File: src/rtl/pipe_pkg.sv
// ---------------------------------------------------------------------------
// pipe_pkg
// Types and constants shared by the pipeline stage register and its skid
// storage.
//   stage_state_e : occupancy state of a stage
//                   (EMPTY/FULL for the 1-entry build, EMPTY/ONE/TWO for the
//                   2-entry build)
//   PIPE_BUBBLE   : payload presented while a stage holds nothing
// ---------------------------------------------------------------------------
package pipe_pkg;

    typedef enum logic [1:0] {
        EMPTY = 2'd0,
        ONE   = 2'd1,
        TWO   = 2'd2,
        FULL  = 2'd3
    } stage_state_e;

    localparam logic [31:0] PIPE_BUBBLE = 32'hfedcba98;

endpackage : pipe_pkg

File: src/rtl/pipe_skid_buf.sv
// ---------------------------------------------------------------------------
// pipe_skid_buf
// Two-entry FIFO storage for the skid variant of pipe_stage_reg.
// It holds the data only. The parent stage tracks occupancy and never writes
// when the buffer is full or reads when it is empty.
// Ports:
//   clk, rst  : clock and asynchronous active-high reset
//   clear     : synchronous discard; both selects return to entry 0
//   wr_en     : store wr_data in the entry the write select points to
//   wr_data   : payload to store (WIDTH bits)
//   rd_en     : retire the entry the read select points to
//   rd_data   : oldest held entry (WIDTH bits)
// ---------------------------------------------------------------------------
module pipe_skid_buf #(
    parameter int WIDTH = 32
) (
    input  logic             clk,
    input  logic             rst,
    input  logic             clear,
    input  logic             wr_en,
    input  logic [WIDTH-1:0] wr_data,
    input  logic             rd_en,
    output logic [WIDTH-1:0] rd_data
);

    logic [WIDTH-1:0] entry0_q, entry0_d;
    logic [WIDTH-1:0] entry1_q, entry1_d;
    logic             wr_sel_q, wr_sel_d;
    logic             rd_sel_q, rd_sel_d;

    // Each select toggles when its side moves. Because of this, a write and a
    // read in the same cycle keep the order of the entries intact.
    always_comb begin
        entry0_d = entry0_q;
        entry1_d = entry1_q;
        wr_sel_d = wr_sel_q;
        rd_sel_d = rd_sel_q;
        if (clear) begin
            wr_sel_d = 1'b0;
            rd_sel_d = 1'b0;
        end else begin
            if (wr_en) begin
                if (wr_sel_q) begin
                    entry1_d = wr_data;
                end else begin
                    entry0_d = wr_data;
                end
                wr_sel_d = ~wr_sel_q;
            end
            if (rd_en) begin
                rd_sel_d = ~rd_sel_q;
            end
        end
    end

    always_ff @(posedge clk or posedge rst) begin
        if (rst) begin
            entry0_q <= '0;
            entry1_q <= '0;
            wr_sel_q <= 1'b0;
            rd_sel_q <= 1'b0;
        end else begin
            entry0_q <= entry0_d;
            entry1_q <= entry1_d;
            wr_sel_q <= wr_sel_d;
            rd_sel_q <= rd_sel_d;
        end
    end

    assign rd_data = rd_sel_q ? entry1_q : entry0_q;

endmodule : pipe_skid_buf

File: src/rtl/pipe_stage_reg.sv
// ---------------------------------------------------------------------------
// pipe_stage_reg
// Valid/ready pipeline stage register with a latency of one cycle. It also
// counts the cycles in which the stage is stalled.
// Build option:
//   PIPE_STAGE_SKID_EN defined   -> 2-entry skid stage. in_ready is
//                                   registered and has no combinational path
//                                   from out_ready.
//   PIPE_STAGE_SKID_EN undefined -> 1-entry stage.
//                                   in_ready = !out_valid || out_ready.
// Parameters: WIDTH (payload bits), BUBBLE (idle payload, cut to WIDTH bits),
//             CNT_W (stall counter width)
// Ports:
//   clk, rst            : clock, asynchronous active-high reset
//   flush               : synchronous clear of held entries; drops any push
//                         in the same cycle
//   in_valid/in_ready   : upstream handshake
//   in_data             : upstream payload
//   out_valid/out_ready : downstream handshake
//   out_data            : presented payload (BUBBLE when out_valid is 0)
//   stall_cnt           : saturating count of cycles with
//                         out_valid && !out_ready
// ---------------------------------------------------------------------------
module pipe_stage_reg
    import pipe_pkg::*;
#(
    parameter int             WIDTH  = 32,
    parameter logic [255:0]   BUBBLE = 256'(PIPE_BUBBLE),
    parameter int             CNT_W  = 16
) (
    input  logic             clk,
    input  logic             rst,
    input  logic             flush,
    input  logic             in_valid,
    output logic             in_ready,
    input  logic [WIDTH-1:0] in_data,
    output logic             out_valid,
    input  logic             out_ready,
    output logic [WIDTH-1:0] out_data,
    output logic [CNT_W-1:0] stall_cnt
);

    localparam logic [WIDTH-1:0] BUBBLE_W = BUBBLE[WIDTH-1:0];
    localparam logic [CNT_W-1:0] CNT_ONE  = {{(CNT_W-1){1'b0}}, 1'b1};

    stage_state_e     state_q, state_d;
    logic             push;
    logic             pop;
    logic [CNT_W-1:0] stall_cnt_q, stall_cnt_d;

    assign out_valid = (state_q != EMPTY);
    assign push      = in_valid && in_ready;
    assign pop       = out_valid && out_ready;

    // The stall counter saturates and ignores flush. Only reset clears it.
    always_comb begin
        stall_cnt_d = stall_cnt_q;
        if (out_valid && !out_ready && (stall_cnt_q != {CNT_W{1'b1}})) begin
            stall_cnt_d = stall_cnt_q + CNT_ONE;
        end
    end

    always_ff @(posedge clk or posedge rst) begin
        if (rst) begin
            stall_cnt_q <= '0;
        end else begin
            stall_cnt_q <= stall_cnt_d;
        end
    end

    assign stall_cnt = stall_cnt_q;

`ifdef PIPE_STAGE_SKID_EN

    logic             in_ready_q, in_ready_d;
    logic [WIDTH-1:0] head_data;

    // Occupancy tracking for the two-entry buffer. Flush has priority over
    // both push and pop. In TWO no push can occur, because in_ready is low.
    always_comb begin
        state_d = state_q;
        if (flush) begin
            state_d = EMPTY;
        end else begin
            case (state_q)
                EMPTY: if (push) state_d = ONE;
                ONE: begin
                    if (push && !pop) begin
                        state_d = TWO;
                    end else if (!push && pop) begin
                        state_d = EMPTY;
                    end
                end
                TWO: if (pop) state_d = ONE;
                default: state_d = EMPTY;
            endcase
        end
        in_ready_d = (state_d != TWO);
    end

    always_ff @(posedge clk or posedge rst) begin
        if (rst) begin
            state_q    <= EMPTY;
            in_ready_q <= 1'b1;
        end else begin
            state_q    <= state_d;
            in_ready_q <= in_ready_d;
        end
    end

    pipe_skid_buf #(
        .WIDTH (WIDTH)
    ) u_skid_buf (
        .clk     (clk),
        .rst     (rst),
        .clear   (flush),
        .wr_en   (push && !flush),
        .wr_data (in_data),
        .rd_en   (pop && !flush),
        .rd_data (head_data)
    );

    assign in_ready = in_ready_q;
    assign out_data = out_valid ? head_data : BUBBLE_W;

`else

    logic [WIDTH-1:0] data_q, data_d;

    // One entry. In FULL a push can only happen together with a pop, because
    // in_ready then depends on out_ready. The new data replaces the old.
    always_comb begin
        state_d = state_q;
        data_d  = data_q;
        if (flush) begin
            state_d = EMPTY;
        end else begin
            case (state_q)
                EMPTY: begin
                    if (push) begin
                        state_d = FULL;
                        data_d  = in_data;
                    end
                end
                FULL: begin
                    if (push) begin
                        data_d = in_data;
                    end else if (pop) begin
                        state_d = EMPTY;
                    end
                end
                default: state_d = EMPTY;
            endcase
        end
    end

    always_ff @(posedge clk or posedge rst) begin
        if (rst) begin
            state_q <= EMPTY;
            data_q  <= BUBBLE_W;
        end else begin
            state_q <= state_d;
            data_q  <= data_d;
        end
    end

    assign in_ready = !out_valid || out_ready;
    assign out_data = out_valid ? data_q : BUBBLE_W;

`endif

endmodule : pipe_stage_reg

File: config.mk
export PLATFORM = sky130hd
export DESIGN_NAME = pipe_stage_reg
export DESIGN_NICKNAME = d
export VERILOG_FILES = /design/src/rtl/pipe_pkg.sv /design/src/rtl/pipe_skid_buf.sv /design/src/rtl/pipe_stage_reg.sv
export SDC_FILE = /design/constraint.sdc
export NUM_CORES = 1
export LEC_CHECK = 0
export BUFFER_PORTS_ARGS = -buffer_cell sky130_fd_sc_hd__clkbuf_2
export CAP_MARGIN = 0
export CORE_MARGIN = 4
export CORE_UTILIZATION = 40
export DETAILED_ROUTE_END_ITERATION = 8
export GPL_TIMING_DRIVEN = 0
export PLACE_DENSITY = 0.67
export SYNTH_ARGS = -nofsm -noshare
export SYNTH_HDL_FRONTEND = slang
export SYNTH_SLANG_ARGS = --single-unit
File: constraint.sdc
create_clock -name clk -period 3.6 [get_ports clk]
set_clock_uncertainty 0.2 [all_clocks]
set_input_delay 0.36 -clock clk [delete_from_list [all_inputs] [get_ports clk]]
set_output_delay 0.36 -clock clk [all_outputs]
set_load 0.02 [all_outputs]
==> flow_metrics.env, run 1 <==
export IMPL_outcome="complete, no violations"
export IMPL_antenna_cells=0
export IMPL_power_density_mw_per_mm2=480
export IMPL_synth_avg_cell_area_um2=13.0
export IMPL_cts_setup_buffers=0
export IMPL_p_switching_uw=422
export IMPL_cp_slowest_cell="dfrtp_1"
export IMPL_drv_slew=0
export IMPL_finalWorstSetupSlack_ps=1470
export IMPL_first_pass_iters=3
export IMPL_numCtsBuffers=5
export IMPL_crit_type="reg2out"
export IMPL_grt_overflow_total=0
export IMPL_relSlewSlack_pct=65.3
export IMPL_tightest_slew_ps=519
export IMPL_path_cells="clkbuf_1 -> and2_1 -> clkbuf_2"
export IMPL_fp_dieH_um=84.7
export IMPL_worst_path_max_fanout=10
export IMPL_leakagePower_uw=0.00139
export IMPL_yosysSeqAreaShare_pct=53.1
export IMPL_met2_length_um=2390
export IMPL_tritoncts="built"
export IMPL_tns_ps=0
export IMPL_hold_path_class="in2reg"
export IMPL_dr_wl_met3_um=269
export IMPL_antenna_found_initial=0
export IMPL_vias=1667
export IMPL_synth_nets=219
export IMPL_drtIter0Drc=37
export IMPL_htree_levels=2
export IMPL_clkSinkCount=49
export IMPL_arrival_ps=1570
export IMPL_p_comb_share_pct=22.3
export IMPL_async_flop_share_pct=100
export IMPL_synth_main_ff_cell="dfrtp_1"
export IMPL_placementRows=27
export IMPL_clk_pin_slew_ps=90
export IMPL_syn_area_mm2=0.00236
export IMPL_insertion_delay_ps=290
export IMPL_intPower_uw=1020
export IMPL_highest_layer="met4"
export IMPL_ir_drop_v=0.000335
export IMPL_grt_max_degree=28
export IMPL_maxCapViolCount=0
export IMPL_hold_viol_final=0
export IMPL_num_nets_final=314
export IMPL_start_util_pct=42.0
export IMPL_track_usage_pct=14.3
export IMPL_yosysTopAreaCellShare_pct=30.8
export IMPL_wirelength_um=4900
export IMPL_cts_root_buf="clkbuf_8"
export IMPL_pre_cts_slack_ps=1570
export IMPL_period_share_pct=59.2
export IMPL_synth_largest_area_cell="dfrtp_1"
export IMPL_area_growth_pct=27.9
export IMPL_p_seq_share_pct=51.4
export IMPL_drt_wirelength_per_cell_um=14.0
export IMPL_die_x_um=84.7
export IMPL_io_buffers=86
export IMPL_clock_fmax_mhz=470
export IMPL_ctsLongestPathBuffers=2
export IMPL_switching_share_pct=29.2
export IMPL_gp_congestion=0.792
export IMPL_yosysWarningCount=0
export IMPL_pwr_share_clk_pct=26.3
export IMPL_synth_enable_flop_cells=0
export IMPL_drive_gt1_share_pct=58.1
export IMPL_yosysMostFrequentCell="mux2_2"
export IMPL_start_kind="register"
export IMPL_synth_seq_cells=49
export IMPL_synth_area_leaders="dfrtp_1, dfstp_2, mux2_2"
export IMPL_rsz0062_at_grt="no"
export IMPL_io_pins=87
export IMPL_routed_via_density=4.78
export IMPL_ant_nets=0
export IMPL_multi_input_area_mm2=0.00106
export IMPL_seqCellArea_mm2=0.00125
export IMPL_grt_pass1_wl_um=8310
export IMPL_synth_cell_types=40
export IMPL_route_detailed_drc=0
export IMPL_syn_inst=181
export IMPL_cp_end_kind="output port"
export IMPL_finalCriticalPeriod_ps=2130
export IMPL_finalSetupViolations=0
export IMPL_fin_util_pct=53.7
export IMPL_dpl_hpwl_um=3770
export IMPL_core_mm2=0.00561
export IMPL_fill_cells=524
export IMPL_dieArea_mm2=0.00718
export IMPL_wl_met1_um=2230
export IMPL_grt_pass1_vias=1736
export IMPL_ys_top_cells_by_count="mux2_2, dfrtp_1, dfstp_2, nand2b_1, and2_1"
export IMPL_critPathMaxStageDelay_ps=540
export IMPL_worstPathRequired_ps=3040
[cells in the final DEF (no fill, tap or decap), types with 2 or more instances in the layout]
master    netlist  final
a211oi_1        2      2
a21oi_1         3      3
a31oi_1         2      2
and2_1         12     12
and4b_1         2      2
buf_4           3      3
clkbuf_1        3      4
clkbuf_2        0     86
clkbuf_8        0      5
dfrtp_1        29     29
dfstp_2        20     20
mux2_1          3      3
mux2_2         30     30
nand2_1         5      5
nand2b_1       20     20
nand3_1         5      5
nand3b_1        2      2
nor2_1          5      5
xnor2_1         3      3
xor2_1          9      9
[sequential cells by signal, indices dropped and copies added (netlist names)]
signal     cells
state_q        1
stall_cnt     16
data_q        32
[cell families after synthesis]
family          after synthesis  share of synthesized area, %
compound gates               13                          4.14
xor+xnor                     12                          4.46
fa+ha+maj                     1                         0.531
buf+inv                       8                          1.75
flops                        49                          53.1
mux                          33                          15.8
simple gates                 65                          20.2
[power groups by stage]
stage / Clock, uW / Sequential (uW) / Combinational, uW
finish: 381 / 743 / 322
detailed placement: 0 / 755 / 328
global route: 421 / 759 / 354
global placement: 0 / 748 / 322
CTS: 395 / 745 / 329
floorplan: 0 / 773 / 187
[timing repair]
action,in CTS,in global routing
gates resized for setup,0,0
endpoints found under the setup margin,0,0
hold endpoints to repair,16,0
hold buffers,1,0
[worst paths after layout]
kind | to | slack [ps] | cells after the start | from
setup / recovery | out_data[0] | 1470 | 3 | state_q[0]
hold / removal | state_q[0] | 70 | 2 | flush
setup reg to reg | data_q[21] | 1580 | 4 | state_q[0]
hold reg to reg | data_q[16] | 300 | 1 | data_q[16]
max in group asynchronous | data_q[13] | 2170 | 4 | rst
min in group asynchronous | stall_cnt[9] | 430 | 3 | rst
[metal layers]
layer | vias to the layer above | track usage [%]
met2 | 45 | 23.7
met4 | 0 | 3.88
met5 | - | 0
li1 | 819 | -
met1 | 801 | 18.6
met3 | 2 | 3.73
[final cells by class]
cell class | count | share of cell area [%]
multi-input cells | 124 | 35.3
clock buffers | 6 | 2.41
flip-flops and latches | 49 | 41.5
inverters | 2 | 0.249
well taps | 72 | 2.99
plain buffers | 6 | 1.12
repair buffers | 88 | 15.3
clock inverters | 2 | 1.16
[worst max-delay path: cells and delay by family, from the launching register on]
family | cells | cell delay [ps]
buffers and inverters | 2 | 540
DFF | 1 | 540
and+or+nand+nor | 1 | 190
[stage by stage]
stage | hold WS (ps) | area, um^2 | power (uW) | instances
global route | 51.6 | 3010 | 1530 | 349
finish | 66.3 | 3010 | 1450 | 349
detailed placement | 219 | 2900 | 1080 | 340
global placement | 281 | 2880 | 1070 | 339
floorplan | 226 | 2360 | 960 | 181
CTS | 54.5 | 3010 | 1470 | 349
Power figures use the tool's default switching activity.
==> run 2: changes to the inputs <==
Settings changed: PLACE_DENSITY 0.67 to 0.7.
Clock period 3.6 ns to 1.9 ns, I/O delays scaled along.
==> flow_metrics.env, run 2 (synthesized netlist as in run 1, its figures left out) <==
export IMPL_outcome="complete, no violations"
export IMPL_grt_pass1_vias=2060
export IMPL_num_nets_final=362
export IMPL_period_share_pct=96.5
export IMPL_drtIter0Drc=58
export IMPL_ir_drop_v=0.000676
export IMPL_total_power_uw=2840
export IMPL_leakagePower_uw=0.00164
export IMPL_ant_nets=0
export IMPL_cts_root_buf="clkbuf_8"
export IMPL_tritoncts="built"
export IMPL_wirelength_um=5750
export IMPL_drv_slew=0
export IMPL_first_pass_iters=4
export IMPL_core_mm2=0.00561
export IMPL_hold_viol_final=0
export IMPL_crit_type="reg2reg"
export IMPL_grt_max_degree=29
export IMPL_io_buffers=86
export IMPL_area_growth_pct=48.7
export IMPL_mostFrequentLayoutCells="clkbuf_2, dlygate4sd3_1, mux2_2, dfrtp_1"
export IMPL_maxCapViolCount=0
export IMPL_placementRows=27
export IMPL_finalSetupViolations=0
export IMPL_grt_overflow_total=0
export IMPL_io_pins=87
export IMPL_antenna_found_initial=0
export IMPL_fp_dieH_um=84.7
export IMPL_antenna_cells=0
export IMPL_largest_register="data_q"
export IMPL_largest_reg_flops=32
export IMPL_insertion_delay_ps=290
export IMPL_clock_fmax_mhz=545
export IMPL_ctsLongestPathBuffers=2
export IMPL_dieArea_mm2=0.00718
export IMPL_fill_cells=454
export IMPL_track_usage_pct=16.9
export IMPL_htree_levels=2
export IMPL_start_util_pct=42.0
export IMPL_dpl_hpwl_um=3830
export IMPL_power_density_mw_per_mm2=812
export IMPL_worstPathRequired_ps=1920
export IMPL_clk_pin_slew_ps=90
export IMPL_worst_path_max_fanout=9
export IMPL_route_detailed_drc=0
export IMPL_tightest_slew_ps=452
export IMPL_arrival_ps=1860
export IMPL_finalCriticalPeriod_ps=1830
export IMPL_drt_wirelength_per_cell_um=14.5
export IMPL_drive_gt1_share_pct=55.4
export IMPL_tns_ps=0
export IMPL_hold_path_class="in2async"
export IMPL_die_x_um=84.7
export IMPL_cp_end_kind="register"
export IMPL_layout_commonest_cell="clkbuf_2"
export IMPL_clkSinkCount=49
export IMPL_numCtsBuffers=5
export IMPL_vias=1891
export IMPL_start_kind="register"
export IMPL_relSlewSlack_pct=69.9
export IMPL_grt_pass1_wl_um=9840
export IMPL_routed_via_density=4.76
export IMPL_gp_congestion=0.770
-- run 2: final cells by class --
type	instances	area, um^2	share of cell area, %
Buffer	6	51.3	1.46
Clock inverter	2	35.0	1.00
Tap cell	72	90.1	2.57
Timing Repair Buffer	136	922	26.3
Inverter	2	7.51	0.214
Clock buffer	6	72.6	2.07
Multi-Input combinational cell	124	1070	30.5
Sequential cell	49	1250	35.8
-- run 2: where the power goes --
group          total [uW]  switching [uW]  internal, uW
Sequential           1410             147          1270
Clock                 727             336           391
Combinational         703             352           351
-- run 2: final timing paths --
kind                              startpoint            end  slack [ps]  cells past startpoint
worst max-delay path            stall_cnt[0]  stall_cnt[15]          70                      6
max in group asynchronous                rst     data_q[30]         700                      4
worst max register to register  stall_cnt[0]  stall_cnt[15]          70                      6
min in group clk                   out_ready  stall_cnt[11]         260                      4
worst min register to register    data_q[21]     data_q[21]         310                      1
worst min-delay path                     rst     data_q[14]         220                      3
-- run 2: worst max-delay path, cell delays in order (launching register included) --
cell,delay [ps]
dfrtp_2,460
ha_1,250
nand3_1,150
nor2_4,100
buf_4,160
nor4b_4,280
xor2_1,170
-- run 2: repair_timing --
| action | in CTS | in global routing |
|---|---|---|
| buffers inserted | 6 | 7 |
| cloned | 1 | 0 |
| setup endpoints to repair | 63 | 40 |
| hold buffers | 35 | 0 |
| endpoints found under the hold margin | 43 | 0 |
| pin swaps | 1 | 4 |
| gates resized for setup | 7 | 6 |
-- run 2: metrics by stage --
step / hold slack (ps) / setup slack, ps / area, um^2 / util, % / std cells
6_report: 225 / 66.5 / 3500 / 62.5 / 397
2_1_floorplan: 56.4 / 10.3 / 2360 / - / 181
3_3_place_gp: 199 / -296 / 2880 / 51.3 / 339
5_1_grt: 267 / -10.1 / 3500 / 62.5 / 397
3_5_place_dp: 13.1 / -106 / 2900 / 51.7 / 340
4_1_cts: 233 / 13.6 / 3430 / 61.1 / 390
-- run 2: metal layers --
layer / vias up / GRT usage, % / share of wire [%]
li1: 911 / - / -
met1: 912 / 20.5 / 42
met2: 56 / 29.9 / 52
met3: 12 / 4.12 / 4.7
met4: 0 / 4.60 / 1.8
met5: - / 0 / 0
==> run 3: changes to the inputs <==
Clock period 1.9 ns to 1.67 ns, I/O delays scaled along.
==> flow_metrics.env, run 3 (synthesized netlist as in run 1, its figures left out) <==
export IMPL_fp_dieH_um=84.7
export IMPL_critPathLaunch="state_q[0]"
export IMPL_first_pass_iters=4
export IMPL_period_share_pct=109
export IMPL_grt_pass1_vias=2166
export IMPL_clock_fmax_mhz=552
export IMPL_violations="negative setup slack"
export IMPL_rsz0062_at_grt="yes"
export IMPL_insertion_delay_ps=300
export IMPL_tightest_slew_ps=412
export IMPL_leakagePower_uw=0.00202
export IMPL_grt_overflow_total=0
export IMPL_dieArea_mm2=0.00718
export IMPL_finalWorstSetupSlack_ps=-142
export IMPL_mostFrequentLayoutCells="clkbuf_2, dlygate4sd3_1, mux2_4, buf_4, dfstp_2"
export IMPL_drive_gt1_share_pct=67.9
export IMPL_maxCapViolCount=0
export IMPL_cts_root_buf="clkbuf_8"
export IMPL_ff2ff_path_depth=5
export IMPL_grt_max_degree=34
export IMPL_ctsLongestPathBuffers=2
export IMPL_clkSinkCount=49
export IMPL_core_mm2=0.00561
export IMPL_total_power_uw=3780
export IMPL_power_density_mw_per_mm2=884
export IMPL_regToRegStartpoint="state_q[0]"
export IMPL_drt_wirelength_per_cell_um=17.2
export IMPL_track_usage_pct=19.0
export IMPL_worst_path_max_fanout=8
export IMPL_die_x_um=84.7
export IMPL_worstPathRequired_ps=1660
export IMPL_ir_drop_v=0.000766
export IMPL_numCtsBuffers=5
export IMPL_vias=2027
export IMPL_finalSetupViolations=58
export IMPL_placementRows=27
export IMPL_io_pins=87
export IMPL_drv_slew=0
export IMPL_fin_util_pct=76.2
export IMPL_ant_nets=0
export IMPL_hold_viol_final=0
export IMPL_cp_end_kind="register"
export IMPL_largest_reg_flops=32
export IMPL_drtIter0Drc=82
export IMPL_gp_congestion=0.760
export IMPL_routed_via_density=4.87
export IMPL_crit_type="reg2reg"
export IMPL_outcome="finished, violations left"
export IMPL_r2r_end="data_q[21]"
export IMPL_io_buffers=86
export IMPL_rrSetupSlack_ps=-140
export IMPL_hold_path_class="in2async"
export IMPL_layout_commonest_cell="clkbuf_2"
export IMPL_start_kind="register"
export IMPL_wirelength_um=7170
export IMPL_start_util_pct=42.0
export IMPL_finalCriticalPeriod_ps=1810
export IMPL_htree_levels=2
export IMPL_area_growth_pct=81.4
export IMPL_clk_pin_slew_ps=90
export IMPL_arrival_ps=1800
export IMPL_dpl_hpwl_um=3730
export IMPL_num_nets_final=380
export IMPL_grt_pass1_wl_um=10900
export IMPL_route_detailed_drc=0
export IMPL_tritoncts="built"
export IMPL_relSlewSlack_pct=72.5
export IMPL_largest_register="data_q"
export IMPL_antenna_found_initial=1
## run 3: cell types whose count changed in the layout (fill, tap and decap cells not counted), sizes merged
cell    delta
buf       +36
clkinv     -1
clkbuf    -18
inv        +1
diode      +1
## run 3: final cells by class
type	instances	area, um^2
Timing Repair Buffer	154	1350
Fill cell	377	1330
Multi-Input combinational cell	124	1330
Sequential cell	49	1270
Buffer	6	105
Tap cell	72	90.1
Clock buffer	6	82.6
Clock inverter	2	36.3
Inverter	2	12.5
Antenna cell	1	2.50
## run 3: worst max path at each step
stage                       endpoint  slack, ps  cells past startpoint
after floorplan           data_q[21]       -170                      4
after global placement    state_q[0]       -680                      2
after detailed placement  data_q[21]       -290                      4
after CTS                  data_q[5]       -150                      5
after global routing      data_q[21]       -200                      5
final                     data_q[21]       -140                      5
## run 3: stage by stage
stage / setup TNS (ps) / setup slack [ps] / cell area [um^2] / hold slack (ps) / instances
2_1_floorplan: -4380 / -170 / 2390 / 29.7 / 181
3_3_place_gp: -27410 / -683 / 2910 / 171 / 339
3_5_place_dp: -8370 / -293 / 2930 / -33.9 / 340
4_1_cts: -5400 / -149 / 4020 / 178 / 404
5_1_grt: -8610 / -197 / 4270 / 228 / 416
6_report: -4460 / -142 / 4270 / 196 / 416
## run 3: worst max-delay path, cell delays in order, from the launching register on
cell	delay, ps
dfrtp_2	440
and2b_2	230
nor3b_4	170
buf_6	190
buf_6	160
mux2_4	300
## run 3: per-layer routing
layer,track usage [%],up-vias,wire [um]
met5,0,-,0
met4,5.76,0,185
met3,3.14,15,255
li1,-,951,-
met2,35.3,58,3880
met1,22.2,1003,2850
## run 3: report_power, final
group / switching, uW / leakage (uW) / total, uW / internal [uW]
clock: 405 / 0.0000617 / 894 / 489
sequential: 147 / 0.000557 / 1600 / 1450
combinational: 548 / 0.00140 / 1290 / 738
total: 1100 / 0.00202 / 3780 / 2680
## run 3: what timing repair did
action / 4_1_cts / 5_1_grt
buffers inserted: 18 / 10
hold buffers: 35 / 0
cloned: 3 / 2
setup endpoints to repair: 74 / 77
hold endpoints to repair: 66 / 0
gates resized for setup: 88 / 58
pin swaps: 7 / 6
